<file path="config.mk">
export PLATFORM = sky130hd
export DESIGN_NAME = multi_input_debounce
export DESIGN_NICKNAME = d
export VERILOG_FILES = /design/src/rtl/multi_input_debounce.sv
export SDC_FILE = /design/constraint.sdc
export NUM_CORES = 1
export LEC_CHECK = 0
export ABC_AREA = 1
export BUFFER_PORTS_ARGS = -buffer_cell sky130_fd_sc_hd__buf_2
export CAP_MARGIN = 5
export CORE_MARGIN = 3
export CORE_UTILIZATION = 50
export CTS_BUF_LIST = sky130_fd_sc_hd__clkbuf_4
export DETAILED_ROUTE_END_ITERATION = 10
export GPL_TIMING_DRIVEN = 0
export PLACE_DENSITY_LB_ADDON = 0.2
export SLEW_MARGIN = 20
export SYNTH_ARGS = -nofsm -noshare
export SYNTH_HDL_FRONTEND = slang
export SYNTH_SLANG_ARGS = --single-unit
export TNS_END_PERCENT = 5
</file>
<file path="constraint.sdc">
create_clock -name i_clk_mhz -period 1.7 [get_ports i_clk_mhz]
set_input_delay 0.17 -clock i_clk_mhz [delete_from_list [all_inputs] [get_ports i_clk_mhz]]
set_output_delay 0.17 -clock i_clk_mhz [all_outputs]
set_load 0.02 [all_outputs]
</file>
<file path="src/rtl/multi_input_debounce.sv">
// multi_input_debounce: per-channel synchroniser plus stability-qualified FSM with registered level and edge strobes
module multi_input_debounce #(
  parameter int par_num_inputs    = 4,
  parameter int par_stable_cycles = 100000
) (
  input  logic                      i_clk_mhz,
  input  logic                      i_rst_mhz,
  input  logic [par_num_inputs-1:0] ei_inputs,
  output logic [par_num_inputs-1:0] o_inputs_deb,
  output logic [par_num_inputs-1:0] o_inputs_rise,
  output logic [par_num_inputs-1:0] o_inputs_fall
);
  localparam int cw = $clog2(par_stable_cycles);
  localparam logic [cw-1:0] last = cw'(par_stable_cycles - 1);
  typedef enum logic [1:0] {ST_LOW, ST_RISE_WAIT, ST_HIGH, ST_FALL_WAIT} state_t;
  logic [par_num_inputs-1:0] meta, sync;
  always_ff @(posedge i_clk_mhz) begin
    if (i_rst_mhz) begin
      meta <= '0;
      sync <= '0;
    end else begin
      meta <= ei_inputs;
      sync <= meta;
    end
  end
  for (genvar g = 0; g < par_num_inputs; g++) begin : g_ch
    state_t state, state_n;
    logic [cw-1:0] cnt, cnt_n;
    logic deb, rise, fall, deb_n, rise_n, fall_n;
    always_ff @(posedge i_clk_mhz) begin
      if (i_rst_mhz) begin
        state <= ST_LOW;
        cnt   <= '0;
        deb   <= 1'b0;
        rise  <= 1'b0;
        fall  <= 1'b0;
      end else begin
        state <= state_n;
        cnt   <= cnt_n;
        deb   <= deb_n;
        rise  <= rise_n;
        fall  <= fall_n;
      end
    end
    // The wait states count while sync holds the new level; any reversion drops back with the count discarded
    always_comb begin
      state_n = state;
      cnt_n   = cnt;
      deb_n   = deb;
      rise_n  = 1'b0;
      fall_n  = 1'b0;
      case (state)
        ST_LOW: if (sync[g]) begin
          state_n = ST_RISE_WAIT;
          cnt_n   = '0;
        end
        ST_RISE_WAIT: if (!sync[g]) begin
          state_n = ST_LOW;
          cnt_n   = '0;
        end else if (cnt == last) begin
          state_n = ST_HIGH;
          cnt_n   = '0;
          deb_n   = 1'b1;
          rise_n  = 1'b1;
        end else begin
          cnt_n = cnt + 1'b1;
        end
        ST_HIGH: if (!sync[g]) begin
          state_n = ST_FALL_WAIT;
          cnt_n   = '0;
        end
        default: if (sync[g]) begin
          state_n = ST_HIGH;
          cnt_n   = '0;
        end else if (cnt == last) begin
          state_n = ST_LOW;
          cnt_n   = '0;
          deb_n   = 1'b0;
          fall_n  = 1'b1;
        end else begin
          cnt_n = cnt + 1'b1;
        end
      endcase
    end
    assign o_inputs_deb[g]  = deb;
    assign o_inputs_rise[g] = rise;
    assign o_inputs_fall[g] = fall;
  end
endmodule

</file>
==> flow_summary.html, run 1 <==
<table>
<tr><th>Metric</th><th>Value</th></tr>
<tr><th colspan="2">Status</th></tr>
<tr><td>Run status</td><td>finished, final reports clean</td></tr>
<tr><th colspan="2">Yosys</th></tr>
<tr><td>Post-Syn Nets</td><td>780</td></tr>
<tr><td>Most area-hungry cell type in the Yosys netlist</td><td>sky130_fd_sc_hd__dfxtp_1</td></tr>
<tr><td>Netlist cell types</td><td>43</td></tr>
<tr><td>Xor/xnor cell area share of the yosys netlist</td><td>3.681%</td></tr>
<tr><td>Synth Register Bits</td><td>96</td></tr>
<tr><td>Synthesized instance count</td><td>750</td></tr>
<tr><td>Combinational family with the most area after synthesis</td><td>simple AND/OR/NAND/NOR gates</td></tr>
<tr><td>Primary flip-flop cell chosen by synthesis mapping</td><td>sky130_fd_sc_hd__dfxtp_1</td></tr>
<tr><td>Synthesized area per cell</td><td>6.980 µm²</td></tr>
<tr><td>Adder-Cell Fraction of Synth Area</td><td>5.736%</td></tr>
<tr><td>Largest cells by area after synthesis</td><td>sky130_fd_sc_hd__dfxtp_1, sky130_fd_sc_hd__nand2_1, sky130_fd_sc_hd__nor2_1</td></tr>
<tr><td>Post-synthesis instance area</td><td>5235 µm²</td></tr>
<tr><td>Seq/Total Area, Yosys</td><td>36.71%</td></tr>
<tr><td>Post-synthesis mux area share</td><td>0.1912%</td></tr>
<tr><td>Count of yosys warnings during synthesis</td><td>0</td></tr>
<tr><td>Fraction of registers with async set or reset after synthesis</td><td>0%</td></tr>
<tr><td>Number of enable flip-flop cells after synthesis</td><td>0</td></tr>
<tr><td>Fraction of synthesized cell area taken by the top area cell type</td><td>between 30 and 40%</td></tr>
<tr><td>Area fraction in and, or, nand and nor cells after synthesis</td><td>35.64%</td></tr>
<tr><td>Share of the synthesized area in compound gates (AO/OA/AOI/OAI)</td><td>6.334%</td></tr>
<tr><th colspan="2">Critical path</th></tr>
<tr><td>Critical path endpoint category</td><td>flip-flop</td></tr>
<tr><td>Type of origin of the critical path</td><td>flip-flop</td></tr>
<tr><td>Maximum fanout encountered on the critical timing path</td><td>6</td></tr>
<tr><td>Cell with the biggest individual delay on the critical path</td><td>sky130_fd_sc_hd__dfxtp_2</td></tr>
<tr><td>CP Data Arrival Time</td><td>about 2 ns</td></tr>
<tr><td>Category of the critical setup timing path</td><td>reg2reg</td></tr>
<tr><td>CP peak stage delay</td><td>0.36 ns</td></tr>
<tr><td>Critical path cell sequence</td><td>inv_1 &gt; ha_2 &gt; inv_1 &gt; nand2_2 &gt; o21ai_4 &gt; buf_4 &gt; nand2_2 &gt; nand2_4 &gt; buf_4 &gt; a211oi_1</td></tr>
<tr><td>Data required time at the worst endpoint</td><td>2.06 ns</td></tr>
<tr><th colspan="2">Layout</th></tr>
<tr><td>Fraction of final layout cells with drive strength greater than 1</td><td>26.18%</td></tr>
<tr><td>Most common cell after layout, fill and taps aside</td><td>sky130_fd_sc_hd__nand2_1</td></tr>
<tr><td>Area growth from synthesis to layout</td><td>19.98%</td></tr>
<tr><td>Final cell area excluding filler cells</td><td>6281 µm²</td></tr>
<tr><td>Final net count</td><td>850</td></tr>
<tr><td>Final Instance Count excl. Fillers</td><td>approximately 960</td></tr>
<tr><td>Commonest cells after routing, fill and taps aside</td><td>sky130_fd_sc_hd__nand2_1, sky130_fd_sc_hd__nor2_1, sky130_fd_sc_hd__inv_1, sky130_fd_sc_hd__dfxtp_1, sky130_fd_sc_hd__buf_4</td></tr>
<tr><td>FILL cells</td><td>872</td></tr>
<tr><th colspan="2">Clock tree</th></tr>
<tr><td>Clock transition at the register clock pins on the worst setup and hold paths after CTS</td><td>0.16 ns</td></tr>
<tr><td>Number of CTS-inserted buffers</td><td>9</td></tr>
<tr><td>CTS sink count</td><td>between 90 and 100</td></tr>
<tr><td>Clock network latency to the later pin of the worst-skew pair</td><td>0.44 ns</td></tr>
<tr><td>Cell at the root of the clock tree</td><td>sky130_fd_sc_hd__clkbuf_4</td></tr>
<tr><td>Clock buffer depth</td><td>2</td></tr>
<tr><td>CTS H-tree lvls</td><td>3</td></tr>
<tr><td>CTS tree</td><td>yes</td></tr>
<tr><th colspan="2">Floorplanning</th></tr>
<tr><td>Core region area</td><td>between 9000 and 10000 µm²</td></tr>
<tr><td>Horizontal die dimension</td><td>108.3 µm</td></tr>
<tr><td>Ports placed on the boundary</td><td>18</td></tr>
<tr><td>Die footprint</td><td>11730 µm²</td></tr>
<tr><td>Initial core utilization</td><td>between 50% and 60%</td></tr>
<tr><td>Placement row count</td><td>36</td></tr>
<tr><td>Vert. Die Dim</td><td>108.3 µm</td></tr>
<tr><th colspan="2">Hold path</th></tr>
<tr><td>Min-delay worst type</td><td>in2reg</td></tr>
<tr><th colspan="2">Routing</th></tr>
<tr><td>Routed wire per std cell</td><td>~12 µm</td></tr>
<tr><td>Number of nets still failing antenna checks after routing</td><td>0</td></tr>
<tr><td>Detailed-routing iteration count for the pre-antenna-repair pass</td><td>4</td></tr>
<tr><td>Via count</td><td>4793</td></tr>
<tr><td>Detailed Route WL</td><td>11.60 mm</td></tr>
<tr><td>Number of DRC violations after detailed-routing iteration 0</td><td>233</td></tr>
<tr><td>Detail-routed via count per cell</td><td>between 4 and 5</td></tr>
<tr><td>Number of remaining DRC errors</td><td>0</td></tr>
<tr><th colspan="2">Global route</th></tr>
<tr><td>Overall Global Routing Usage</td><td>about a fifth</td></tr>
<tr><td>Largest net degree at the start of global routing</td><td>16</td></tr>
<tr><td>Via count of the first global-routing pass</td><td>4415</td></tr>
<tr><td>Number of antenna violations at the first check in global routing</td><td>1</td></tr>
<tr><td>Global route overflow</td><td>0</td></tr>
<tr><td>First-pass GRT wire length</td><td>between 15 and 20 mm</td></tr>
<tr><th colspan="2">Pwr</th></tr>
<tr><td>Peak ir drop on the vdd network</td><td>291.6 µV</td></tr>
<tr><td>Reported leakage power</td><td>between 2 and 3 nW</td></tr>
<tr><td>Overall power after layout</td><td>3.678 mW</td></tr>
<tr><td>Power density normalized to cell area</td><td>slightly below 600 nW/µm²</td></tr>
<tr><th colspan="2">Timing</th></tr>
<tr><td># setup viols final</td><td>0</td></tr>
<tr><td>Hold violation count in the final report</td><td>0</td></tr>
<tr><td>Highest clock rate</td><td>0.6008 GHz</td></tr>
<tr><td>Part of the cycle the worst path needs</td><td>between 90% and 100%</td></tr>
<tr><td>Slew Viols, Final</td><td>0</td></tr>
<tr><td>Shortest clock period the worst path allows after layout</td><td>1.664 ns</td></tr>
<tr><td>Fin Setup TNS</td><td>0 ns</td></tr>
<tr><td>Worst Slack Setup Final</td><td>0.03550 ns</td></tr>
<tr><td>Actual slew at the worst max-slew pin</td><td>just under 0.7 ns</td></tr>
<tr><td>Setup skew after layout</td><td>around 0.021 ns</td></tr>
<tr><td>Setup repair after global routing missed its margin</td><td>true</td></tr>
<tr><td>Normalized max-slew margin</td><td>approximately 55%</td></tr>
<tr><th colspan="2">Placed design</th></tr>
<tr><td>Final GP Congestion</td><td>between 0.8 and 0.9</td></tr>
<tr><td>Number of cells after detailed placement</td><td>900</td></tr>
<tr><td>Buffers on Ports</td><td>17</td></tr>
<tr><td>Placed wire-length estimate</td><td>approximately 7.8 mm</td></tr>
<tr><td>Worst slack after detailed placement</td><td>-0.2035 ns</td></tr>
<tr><td>Placed Instance Area</td><td>around 5500 µm²</td></tr>
<tr><th colspan="2">Run</th></tr>
<tr><td>Max-capacitance violation count</td><td>0</td></tr>
</table>
stage by stage:
step / utilization (%) / hold WS [ns]
floorplan: - / 0.2770
global placement: 55.12 / 0.3890
detailed placement: 55.12 / 0.3941
CTS: 58.09 / 0.3080
global route: 63.10 / 0.3899
finish: 63.10 / 0.4037
logic make-up (layout without fill, tap and decap cells):
family          count (synthesis)  count (layout)
compound gates                 54              54
fa+ha+maj                      24              24
buf+inv                       146             220
xor+xnor                       22              22
other cells                     0               1
mux                             1               1
simple gates                  407             408
flops                          96              96
metal layers:
| layer | global-route usage, % | vias to the layer above | wire, µm | part of all wire, % |
|---|---|---|---|---|
| met5 | 0 | - | 0 | 0 |
| met4 | 6.222 | 0 | 299 | 2.6 |
| met3 | 4.478 | 31 | 475 | 4.1 |
| met2 | 33.66 | 112 | 5617 | 48 |
| met1 | 24.03 | 2159 | 5209 | 45 |
| li1 | - | 2491 | - | - |
repair_timing:
item | 4_1_cts | 5_1_grt
pin swaps | 8 | 21
setup endpoints to repair | 59 | 68
resized for setup | 36 | 69
hold buffers | 4 | 0
hold endpoints to repair | 4 | 0
setup buffers | 3 | 33
cloned | 0 | 2
cell usage after synthesis (all sizes together), types with 2 or more instances:
master    n
nand2   143
nor2    141
inv     124
dfxtp    96
nand3    55
nand4    25
ha       24
o21ai    24
nor3     23
xor2     21
a21oi    16
buf      16
or2       6
nand3b    5
a211oi    4
clkbuf    4
nor4      4
a31oi     3
nor3b     3
clkinv    2
o21bai    2
flip-flops by register name, indices dropped and copies added (netlist names), named ones only:
| register | count |
|---|---|
| g_ch.cnt | 68 |
| g_ch.deb | 4 |
| g_ch.fall | 4 |
| g_ch.rise | 4 |
| g_ch.state | 4 |
| meta | 4 |
| sync | 4 |
worst max-delay path, delay by kind of cell, from the launching register on:
kind,cells,cell delay (ns)
buffers and inverters,4,0.47
DFF,1,0.36
AOI/OAI and AO/OA,2,0.29
and+or+nand+nor,3,0.28
adders and majority gates,1,0.20
path summary, 6_finish.rpt:
| path | start | to | cells after the start | slack, ns |
|---|---|---|---|---|
| worst max-delay path | flip-flop | g_ch[1].cnt[10]$_SDFFE_PP0P_ | 10 | 0.04 |
| worst min-delay path | i_rst_mhz | g_ch[0].cnt[6]$_SDFFE_PP0P_ | 4 | 0.40 |
| worst max register to register | flip-flop | g_ch[1].cnt[10]$_SDFFE_PP0P_ | 10 | 0.04 |
| worst min register to register | meta[2]$_SDFF_PP0_ | sync[2]$_SDFF_PP0_ | 2 | 0.42 |
where the power goes:
| group | leakage (nW) | internal, mW | total [mW] | switching, mW |
|---|---|---|---|---|
| Clock | 0.0645 | 0.333 | 1.10 | 0.762 |
| Combinational | 1.80 | 0.126 | 0.299 | 0.173 |
| Sequential | 0.786 | 2.26 | 2.28 | 0.0191 |
| Total | 2.65 | 2.72 | 3.68 | 0.955 |
cell type report:
class	instances	area, µm²	area share (%)
multi-input combinational	509	2975	47.37
antenna	1	2.502	0.03984
buffer	20	153.9	2.450
timing repair buffer	58	424.2	6.753
sequential	96	1957	31.16
clock inverter	5	33.78	0.5378
tap	133	166.4	2.649
clock buffer	11	82.58	1.315
inverter	126	485.5	7.729
Power figures use the tool's default switching activity.
==> run 2: changes to the inputs <==
--- a/config.mk
+++ b/config.mk
@@ -8,12 +8,15 @@
 export ABC_AREA = 1
 export BUFFER_PORTS_ARGS = -buffer_cell sky130_fd_sc_hd__buf_2
 export CAP_MARGIN = 5
+export CELL_PAD_IN_SITES_DETAIL_PLACEMENT = 0
+export CELL_PAD_IN_SITES_GLOBAL_PLACEMENT = 1
 export CORE_MARGIN = 3
-export CORE_UTILIZATION = 50
+export CORE_UTILIZATION = 42
 export CTS_BUF_LIST = sky130_fd_sc_hd__clkbuf_4
 export DETAILED_ROUTE_END_ITERATION = 10
 export GPL_TIMING_DRIVEN = 0
 export PLACE_DENSITY_LB_ADDON = 0.2
+export SETUP_SLACK_MARGIN = 0.5
 export SLEW_MARGIN = 20
 export SYNTH_ARGS = -nofsm -noshare
 export SYNTH_HDL_FRONTEND = slang
==> flow_summary.html, run 2 (synthesized netlist as in run 1, its figures left out) <==
<table>
<tr><th>Metric</th><th>Value</th></tr>
<tr><th colspan="2">Layout</th></tr>
<tr><td>FILL cells</td><td>1188 (+36%)</td></tr>
<tr><td>Final net count</td><td>860 (+1.2%)</td></tr>
<tr><td>Max FFs per register</td><td>68 (unchanged)</td></tr>
<tr><td>Top register by number of flip-flops</td><td>g_ch.cnt</td></tr>
<tr><td>Area growth from synthesis to layout</td><td>34.23%</td></tr>
<tr><td>Area occupied by multi-input gates</td><td>3363 µm² (+13%)</td></tr>
<tr><td>Final core utilization</td><td>58.02% (-5.1 points)</td></tr>
<tr><td>Most common cell after layout, fill and taps aside</td><td>sky130_fd_sc_hd__nand2_1</td></tr>
<tr><td>Storage element area</td><td>1997 µm² (+2.0%)</td></tr>
<tr><td>Ant diodes</td><td>0 (-1)</td></tr>
<tr><td>Commonest cells after routing, fill and taps aside</td><td>sky130_fd_sc_hd__nand2_1, sky130_fd_sc_hd__nor2_1, sky130_fd_sc_hd__inv_1, sky130_fd_sc_hd__dfxtp_1</td></tr>
<tr><td>Fraction of final layout cells with drive strength greater than 1</td><td>37.13% (+11 points)</td></tr>
<tr><th colspan="2">Floorplanning</th></tr>
<tr><td>Ports placed on the boundary</td><td>18 (unchanged)</td></tr>
<tr><td>Placement row count</td><td>40 (+11%)</td></tr>
<tr><td>Initial core utilization</td><td>43.22% (-9.4 points)</td></tr>
<tr><td>Die footprint</td><td>13840 µm² (+18%)</td></tr>
<tr><td>Core region area</td><td>12110 µm² (+22%)</td></tr>
<tr><td>Vert. Die Dim</td><td>117.6 µm (+8.6%)</td></tr>
<tr><td>Horizontal die dimension</td><td>117.6 µm (+8.6%)</td></tr>
<tr><th colspan="2">Critical path</th></tr>
<tr><td>Category of the critical setup timing path</td><td>reg2reg</td></tr>
<tr><td>CP Data Arrival Time</td><td>2.01 ns (-0.02 ns)</td></tr>
<tr><td>CP peak stage delay</td><td>0.39 ns (+0.03 ns)</td></tr>
<tr><td>Largest delay contributor family on the critical path</td><td>flip-flops</td></tr>
<tr><td>Critical path cell sequence</td><td>inv_2 &gt; ha_4 &gt; inv_4 &gt; o21ai_4 &gt; clkinv_4 &gt; nand4_1 &gt; buf_4 &gt; xor2_1 &gt; nor2_2</td></tr>
<tr><td>Maximum fanout encountered on the critical timing path</td><td>8 (+2)</td></tr>
<tr><td>Number of buffer and inverter stages on the critical path</td><td>4 (unchanged)</td></tr>
<tr><td>Data required time at the worst endpoint</td><td>2.07 ns (about the same)</td></tr>
<tr><td>Critical path endpoint category</td><td>flip-flop</td></tr>
<tr><td>Type of origin of the critical path</td><td>flip-flop</td></tr>
<tr><td>Cell with the biggest individual delay on the critical path</td><td>sky130_fd_sc_hd__dfxtp_4</td></tr>
<tr><th colspan="2">Run</th></tr>
<tr><td>Max-capacitance violation count</td><td>0 (unchanged)</td></tr>
<tr><th colspan="2">Timing</th></tr>
<tr><td>Shortest clock period the worst path allows after layout</td><td>1.632 ns (-0.03285 ns)</td></tr>
<tr><td>Actual slew at the worst max-slew pin</td><td>0.5890 ns (-0.08416 ns)</td></tr>
<tr><td>Setup repair after global routing missed its margin</td><td>true</td></tr>
<tr><td>Worst Slack Setup Final</td><td>0.06835 ns (+0.03285 ns)</td></tr>
<tr><td>Part of the cycle the worst path needs</td><td>95.98% (-1.9 points)</td></tr>
<tr><td>Setup skew after layout</td><td>0.01187 ns (-0.009107 ns)</td></tr>
<tr><td>Slew Viols, Final</td><td>0 (unchanged)</td></tr>
<tr><td>Normalized max-slew margin</td><td>60.73% (+5.6 points)</td></tr>
<tr><td># setup viols final</td><td>0 (unchanged)</td></tr>
<tr><td>Highest clock rate</td><td>0.6129 GHz (+2.0%)</td></tr>
<tr><td>Hold violation count in the final report</td><td>0 (unchanged)</td></tr>
<tr><th colspan="2">Global route</th></tr>
<tr><td>Number of antenna violations at the first check in global routing</td><td>0 (-1)</td></tr>
<tr><td>Global route overflow</td><td>0 (unchanged)</td></tr>
<tr><td>Overall Global Routing Usage</td><td>17.69% (-1.8 points)</td></tr>
<tr><td>Via count of the first global-routing pass</td><td>4635 (+5.0%)</td></tr>
<tr><td>Largest net degree at the start of global routing</td><td>16 (unchanged)</td></tr>
<tr><td>First-pass GRT wire length</td><td>20.72 mm (+10%)</td></tr>
<tr><th colspan="2">Clock tree</th></tr>
<tr><td>CTS H-tree lvls</td><td>3 (unchanged)</td></tr>
<tr><td>Clock transition at the register clock pins on the worst setup and hold paths after CTS</td><td>0.15 ns (about the same)</td></tr>
<tr><td>Number of CTS-inserted buffers</td><td>9 (unchanged)</td></tr>
<tr><td>Cell at the root of the clock tree</td><td>sky130_fd_sc_hd__clkbuf_4</td></tr>
<tr><td>Clock buffer depth</td><td>2 (unchanged)</td></tr>
<tr><td>CTS tree</td><td>yes</td></tr>
<tr><td>CTS sink count</td><td>96 (unchanged)</td></tr>
<tr><td>Clock network latency to the later pin of the worst-skew pair</td><td>0.46 ns (+0.02 ns)</td></tr>
<tr><th colspan="2">Routing</th></tr>
<tr><td>Detailed-routing iteration count for the pre-antenna-repair pass</td><td>5 (+1)</td></tr>
<tr><td>Number of nets still failing antenna checks after routing</td><td>0 (unchanged)</td></tr>
<tr><td>Routed wire per std cell</td><td>12.38 µm (+2.4%)</td></tr>
<tr><td>Detail-routed via count per cell</td><td>4.827 (-3.4%)</td></tr>
<tr><td>Number of remaining DRC errors</td><td>0 (unchanged)</td></tr>
<tr><td>Detailed Route WL</td><td>12.42 mm (+7.1%)</td></tr>
<tr><td>Number of DRC violations after detailed-routing iteration 0</td><td>191 (-18%)</td></tr>
<tr><td>Via count</td><td>4841 (+1.0%)</td></tr>
<tr><th colspan="2">Pwr</th></tr>
<tr><td>Power density normalized to cell area</td><td>570.0 nW/µm² (-2.7%)</td></tr>
<tr><td>Peak ir drop on the vdd network</td><td>324.0 µV (+11%)</td></tr>
<tr><td>Reported leakage power</td><td>2.829 nW (+6.7%)</td></tr>
<tr><td>Overall power after layout</td><td>4.006 mW (+8.9%)</td></tr>
<tr><th colspan="2">Status</th></tr>
<tr><td>Run status</td><td>finished, final reports clean</td></tr>
<tr><th colspan="2">Placed design</th></tr>
<tr><td>Final GP Congestion</td><td>0.8632 (-1.1%)</td></tr>
<tr><td>Buffers on Ports</td><td>17 (unchanged)</td></tr>
<tr><td>Worst slack after detailed placement</td><td>-0.1287 ns (+0.07485 ns)</td></tr>
<tr><td>Placed wire-length estimate</td><td>8.232 mm (+5.3%)</td></tr>
<tr><th colspan="2">Hold path</th></tr>
<tr><td>Min-delay worst type</td><td>in2reg</td></tr>
</table>
[run 2: cell types whose count changed in the layout (fill, tap and decap cells not counted), moves of 9 or more]
cell / delta
sky130_fd_sc_hd__dfxtp_2: +11
sky130_fd_sc_hd__nor3_1: -9
sky130_fd_sc_hd__nand2_2: +9
sky130_fd_sc_hd__buf_6: +27
sky130_fd_sc_hd__dfxtp_1: -18
sky130_fd_sc_hd__buf_2: -11
sky130_fd_sc_hd__nor3_2: +9
sky130_fd_sc_hd__nand2_1: -14
sky130_fd_sc_hd__nor2_1: -14
sky130_fd_sc_hd__nor2_4: +12
[run 2: worst paths after layout]
check / depth (start not counted) / end / startpoint / slack, ns
min reg2reg: 2 / sync[0]$_SDFF_PP0_ / meta[0]$_SDFF_PP0_ / 0.42
max reg2reg: 9 / g_ch[3].cnt[8]$_SDFFE_PP0P_ / flip-flop / 0.07
max: 9 / g_ch[3].cnt[8]$_SDFFE_PP0P_ / flip-flop / 0.07
min: 5 / g_ch[0].cnt[5]$_SDFFE_PP0P_ / i_rst_mhz / 0.37
[run 2: metrics by stage]
step / TNS (ns) / hold WS, ns / area (µm²) / instances
floorplan: 0 / 0.2770 / 5375 / 750
global placement: -1.974 / 0.3741 / 5670 / 935
detailed placement: -3.316 / 0.3833 / 5670 / 935
CTS: 0 / 0.3212 / 6441 / 995
global route: -0.3157 / 0.3876 / 7027 / 1003
finish: 0 / 0.3671 / 7027 / 1003
[run 2: layout make-up]
type                       instances  area share (%)
buffer                            20           2.457
tap                              168           2.991
inverter                         126           7.301
clock inverter                     7           1.229
multi-input combinational        509           47.86
clock buffer                       9          0.9615
timing repair buffer              68           8.778
sequential                        96           28.42
[run 2: where the power goes]
| group | switching, mW | total [mW] | internal, mW |
|---|---|---|---|
| combinational | 0.200 | 0.352 | 0.152 |
| sequential | 0.0187 | 2.27 | 2.25 |
| clock | 0.797 | 1.38 | 0.584 |
| total | 1.01 | 4.01 | 2.99 |
[run 2: repair_timing]
action / in CTS / in global routing
hold endpoints to repair: 4 / 0
pin swaps: 20 / 54
gates cloned: 3 / 0
hold buffers: 4 / 0
resized for setup: 75 / 157
setup buffers: 37 / 8
setup endpoints to repair: 100 / 100
[run 2: worst min-delay path: cells and delay by family]
kind / cells / cell delay, ns
simple gates: 2 / 0.22
buf+inv: 3 / 0.42
[run 2: metal layers]
metal / vias up / part of all wire [%] / global-route usage (%)
met5: - / 0 / 0
met4: 0 / 1.7 / 7.033
met3: 14 / 2.5 / 2.210
met2: 68 / 49 / 29.68
met1: 2241 / 47 / 23.16
li1: 2518 / - / -
==> run 3: changes to the inputs <==
--- a/config.mk
+++ b/config.mk
@@ -5,13 +5,11 @@
 export SDC_FILE = /design/constraint.sdc
 export NUM_CORES = 1
 export LEC_CHECK = 0
-export ABC_AREA = 1
 export BUFFER_PORTS_ARGS = -buffer_cell sky130_fd_sc_hd__buf_2
-export CAP_MARGIN = 5
 export CELL_PAD_IN_SITES_DETAIL_PLACEMENT = 0
 export CELL_PAD_IN_SITES_GLOBAL_PLACEMENT = 1
 export CORE_MARGIN = 3
-export CORE_UTILIZATION = 42
+export CORE_UTILIZATION = 45
 export CTS_BUF_LIST = sky130_fd_sc_hd__clkbuf_4
 export DETAILED_ROUTE_END_ITERATION = 10
 export GPL_TIMING_DRIVEN = 0
==> flow_summary.html, run 3 <==
<table>
<tr><th>Metric</th><th>Value</th></tr>
<tr><th colspan="2">Status</th></tr>
<tr><td>Run status</td><td>finished, violations left</td></tr>
<tr><td>Violated checks</td><td>setup timing</td></tr>
<tr><th colspan="2">Global route</th></tr>
<tr><td>Largest net degree at the start of global routing</td><td>16 (unchanged)</td></tr>
<tr><td>First-pass GRT wire length</td><td>16.90 mm (-18%)</td></tr>
<tr><td>Overall Global Routing Usage</td><td>17.76% (+0.065 points)</td></tr>
<tr><td>Via count of the first global-routing pass</td><td>3681 (-21%)</td></tr>
<tr><td>Number of antenna violations at the first check in global routing</td><td>0 (unchanged)</td></tr>
<tr><td>Global route overflow</td><td>0 (unchanged)</td></tr>
<tr><th colspan="2">Timing</th></tr>
<tr><td>Fin Setup TNS</td><td>-12.09 ns (-12.09 ns)</td></tr>
<tr><td># setup viols final</td><td>51 (+51)</td></tr>
<tr><td>Highest clock rate</td><td>0.4675 GHz (-24%)</td></tr>
<tr><td>Part of the cycle the worst path needs</td><td>125.8% (+30 points)</td></tr>
<tr><td>Slew Viols, Final</td><td>0 (unchanged)</td></tr>
<tr><td>Setup repair after global routing missed its margin</td><td>true</td></tr>
<tr><td>Shortest clock period the worst path allows after layout</td><td>2.139 ns (+0.5072 ns)</td></tr>
<tr><td>Post-Route Hold Slack</td><td>0.1618 ns (-0.2053 ns)</td></tr>
<tr><td>Normalized max-slew margin</td><td>61.58% (+0.85 points)</td></tr>
<tr><td>Hold violation count in the final report</td><td>0 (unchanged)</td></tr>
<tr><td>Worst Slack Setup Final</td><td>-0.4389 ns (-0.5072 ns)</td></tr>
<tr><td>Setup skew after layout</td><td>0.01903 ns (+0.007163 ns)</td></tr>
<tr><td>Actual slew at the worst max-slew pin</td><td>0.5763 ns (-0.01269 ns)</td></tr>
<tr><th colspan="2">Critical path</th></tr>
<tr><td>CP Data Arrival Time</td><td>2.51 ns (+0.50 ns)</td></tr>
<tr><td>Critical path endpoint category</td><td>flip-flop</td></tr>
<tr><td>Maximum fanout encountered on the critical timing path</td><td>10 (+2)</td></tr>
<tr><td>Category of the critical setup timing path</td><td>reg2reg</td></tr>
<tr><td>Data required time at the worst endpoint</td><td>2.07 ns (about the same)</td></tr>
<tr><td>Type of origin of the critical path</td><td>flip-flop</td></tr>
<tr><th colspan="2">Floorplanning</th></tr>
<tr><td>Vert. Die Dim</td><td>109.0 µm (-7.4%)</td></tr>
<tr><td>Die footprint</td><td>11870 µm² (-14%)</td></tr>
<tr><td>Ports placed on the boundary</td><td>18 (unchanged)</td></tr>
<tr><td>Placement row count</td><td>36 (-10%)</td></tr>
<tr><td>Core region area</td><td>10040 µm² (-17%)</td></tr>
<tr><td>Initial core utilization</td><td>47.48% (+4.3 points)</td></tr>
<tr><td>Horizontal die dimension</td><td>109.0 µm (-7.4%)</td></tr>
<tr><th colspan="2">Clock tree</th></tr>
<tr><td>CTS H-tree lvls</td><td>3 (unchanged)</td></tr>
<tr><td>Clock buffer depth</td><td>2 (unchanged)</td></tr>
<tr><td>CTS tree</td><td>yes</td></tr>
<tr><td>Clock transition at the register clock pins on the worst setup and hold paths after CTS</td><td>0.14 ns (about the same)</td></tr>
<tr><td>Number of CTS-inserted buffers</td><td>9 (unchanged)</td></tr>
<tr><td>CTS sink count</td><td>96 (unchanged)</td></tr>
<tr><td>Cell at the root of the clock tree</td><td>sky130_fd_sc_hd__clkbuf_4</td></tr>
<tr><td>Clock network latency to the later pin of the worst-skew pair</td><td>0.46 ns (about the same)</td></tr>
<tr><th colspan="2">Layout</th></tr>
<tr><td>FILL cells</td><td>888 (-25%)</td></tr>
<tr><td>Final net count</td><td>622 (-28%)</td></tr>
<tr><td>Final cell area excluding filler cells</td><td>5846 µm² (-17%)</td></tr>
<tr><td>Storage element area</td><td>1954 µm² (-2.1%)</td></tr>
<tr><td>Top register by number of flip-flops</td><td>g_ch.cnt</td></tr>
<tr><td>Area growth from synthesis to layout</td><td>22.56%</td></tr>
<tr><td>Area occupied by multi-input gates</td><td>2992 µm² (-11%)</td></tr>
<tr><td>Most common cell after layout, fill and taps aside</td><td>sky130_fd_sc_hd__nor2_1</td></tr>
<tr><td>Commonest cells after routing, fill and taps aside</td><td>sky130_fd_sc_hd__nor2_1, sky130_fd_sc_hd__dfxtp_1, sky130_fd_sc_hd__nand2_1, sky130_fd_sc_hd__nand3_1, sky130_fd_sc_hd__xor2_1</td></tr>
<tr><td>Final Instance Count excl. Fillers</td><td>729 (-27%)</td></tr>
<tr><td>Max FFs per register</td><td>68 (unchanged)</td></tr>
<tr><td>Fraction of final layout cells with drive strength greater than 1</td><td>26.17% (-11 points)</td></tr>
<tr><td>Ant diodes</td><td>0 (unchanged)</td></tr>
<tr><td>Final core utilization</td><td>58.20% (+0.18 points)</td></tr>
<tr><th colspan="2">Yosys</th></tr>
<tr><td>Synth Register Bits</td><td>96 (unchanged)</td></tr>
<tr><td>Number of enable flip-flop cells after synthesis</td><td>0 (unchanged)</td></tr>
<tr><td>Seq/Total Area, Yosys</td><td>40.29% (+3.6 points)</td></tr>
<tr><td>Largest cells by area after synthesis</td><td>sky130_fd_sc_hd__dfxtp_1, sky130_fd_sc_hd__nor2_1, sky130_fd_sc_hd__ha_1</td></tr>
<tr><td>Count of yosys warnings during synthesis</td><td>0 (unchanged)</td></tr>
<tr><td>Fraction of synthesized cell area taken by the top area cell type</td><td>40.29% (+3.6 points)</td></tr>
<tr><td>Most area-hungry cell type in the Yosys netlist</td><td>sky130_fd_sc_hd__dfxtp_1</td></tr>
<tr><td>Netlist cell types</td><td>51 (+19%)</td></tr>
<tr><td>Synthesized instance count</td><td>546 (-27%)</td></tr>
<tr><td>Top-count cell post-synth</td><td>sky130_fd_sc_hd__dfxtp_1</td></tr>
<tr><td>Primary flip-flop cell chosen by synthesis mapping</td><td>sky130_fd_sc_hd__dfxtp_1</td></tr>
<tr><td>Synthesized area per cell</td><td>8.735 µm² (+25%)</td></tr>
<tr><td>Post-Syn Nets</td><td>576 (-26%)</td></tr>
<tr><td>Post-synthesis instance area</td><td>4770 µm² (-8.9%)</td></tr>
<tr><td>Ranking of synthesized cells by instance count</td><td>sky130_fd_sc_hd__dfxtp_1, sky130_fd_sc_hd__nor2_1, sky130_fd_sc_hd__nand2_1, sky130_fd_sc_hd__nand3_1, sky130_fd_sc_hd__xor2_1</td></tr>
<tr><td>Fraction of registers with async set or reset after synthesis</td><td>0% (unchanged)</td></tr>
<tr><th colspan="2">Pwr</th></tr>
<tr><td>Overall power after layout</td><td>3.724 mW (-7.0%)</td></tr>
<tr><td>Power density normalized to cell area</td><td>637.1 nW/µm² (+12%)</td></tr>
<tr><td>Peak ir drop on the vdd network</td><td>529.6 µV (+63%)</td></tr>
<tr><td>Reported leakage power</td><td>2.058 nW (-27%)</td></tr>
<tr><th colspan="2">Routing</th></tr>
<tr><td>Number of DRC violations after detailed-routing iteration 0</td><td>156 (-18%)</td></tr>
<tr><td>Number of remaining DRC errors</td><td>0 (unchanged)</td></tr>
<tr><td>Detail-routed via count per cell</td><td>5.263 (+9.1%)</td></tr>
<tr><td>Number of nets still failing antenna checks after routing</td><td>0 (unchanged)</td></tr>
<tr><td>Detailed Route WL</td><td>9.822 mm (-21%)</td></tr>
<tr><td>Routed wire per std cell</td><td>13.47 µm (+8.8%)</td></tr>
<tr><td>Via count</td><td>3837 (-21%)</td></tr>
<tr><td>Detailed-routing iteration count for the pre-antenna-repair pass</td><td>4 (-1)</td></tr>
<tr><th colspan="2">Placed design</th></tr>
<tr><td>Final GP Congestion</td><td>0.8232 (-4.6%)</td></tr>
<tr><td>Placed wire-length estimate</td><td>6.503 mm (-21%)</td></tr>
<tr><td>Number of cells after detailed placement</td><td>696 (-26%)</td></tr>
<tr><td>Placed Instance Area</td><td>5027 µm² (-11%)</td></tr>
<tr><td>Buffers on Ports</td><td>17 (unchanged)</td></tr>
<tr><td>Worst slack after detailed placement</td><td>-0.6420 ns (-0.5133 ns)</td></tr>
<tr><th colspan="2">Run</th></tr>
<tr><td>Max-capacitance violation count</td><td>0 (unchanged)</td></tr>
<tr><th colspan="2">Hold path</th></tr>
<tr><td>Min-delay worst type</td><td>in2reg</td></tr>
</table>
## run 3: cell types whose count changed after synthesis, sizes merged, moves of 14 or more
cell | previous run | this run
nor2 | 141 | 81
inv | 124 | 10
nand3 | 55 | 31
mux2i | 1 | 15
xnor2 | 1 | 20
nand2 | 143 | 49
o21ai | 24 | 7
## run 3: cells by family (layout without fill, tap and decap cells)
group	count (synthesis)	count (layout)	share of synthesized area (%)
muxes	21	21	4.564
adders and majority gates	24	24	6.296
and+or+nand+nor	271	271	29.12
AOI/OAI and AO/OA	43	43	5.719
xor gates and xnor gates	51	51	9.365
DFF	96	96	40.29
buffers and inverters	40	90	4.643
## run 3: report_power, final
group | switching (mW) | leakage, nW | internal (mW)
sequential | 0.0104 | 0.786 | 2.26
clock | 0.768 | 0.0696 | 0.436
combinational | 0.135 | 1.20 | 0.113
total | 0.913 | 2.06 | 2.81
## run 3: worst paths after layout
kind | depth (start not counted) | to | startpoint | slack (ns)
worst max-delay path | 8 | g_ch[0].cnt[13]$_SDFFE_PP0P_ | g_ch[0].cnt[6]$_SDFFE_PP0P_ | -0.44
worst max register to register | 8 | g_ch[0].cnt[13]$_SDFFE_PP0P_ | g_ch[0].cnt[6]$_SDFFE_PP0P_ | -0.44
worst min-delay path | 3 | g_ch[1].cnt[7]$_SDFFE_PP0P_ | i_rst_mhz | 0.16
worst min register to register | 1 | sync[2]$_SDFF_PP0_ | meta[2]$_SDFF_PP0_ | 0.44
## run 3: final cells by class
class | count | area share [%]
clock inverters | 6 | 1.027
multi-input cells | 410 | 51.18
flip-flops and latches | 96 | 33.43
clock buffers | 9 | 1.156
repair buffers | 35 | 5.137
well taps | 133 | 2.847
inverters | 10 | 0.7277
plain buffers | 30 | 4.495
## run 3: metal layers
layer | global-route usage [%] | up-vias | wire length [µm]
li1 | - | 1968 | -
met3 | 4.914 | 6 | 311
met4 | 5.681 | 0 | 66
met5 | 0 | - | 0
met1 | 22.41 | 1809 | 4746
met2 | 29.34 | 54 | 4697
## run 3: what timing repair did
action	in CTS	in global routing
setup endpoints to repair	100	100
endpoints found under the hold margin	4	0
pin swaps	10	13
hold buffers	4	0
setup buffers	14	0
gates resized for setup	117	27
## run 3: critical path, stage by stage, from the launching register on
cell and delay [ns]:
sky130_fd_sc_hd__dfxtp_2 0.35, sky130_fd_sc_hd__or4b_1 0.53, sky130_fd_sc_hd__or4_4 0.52, sky130_fd_sc_hd__buf_6 0.15
sky130_fd_sc_hd__a21oi_2 0.10, sky130_fd_sc_hd__or2_1 0.12, sky130_fd_sc_hd__buf_6 0.12, sky130_fd_sc_hd__buf_12 0.12
sky130_fd_sc_hd__nor2_1 0.05
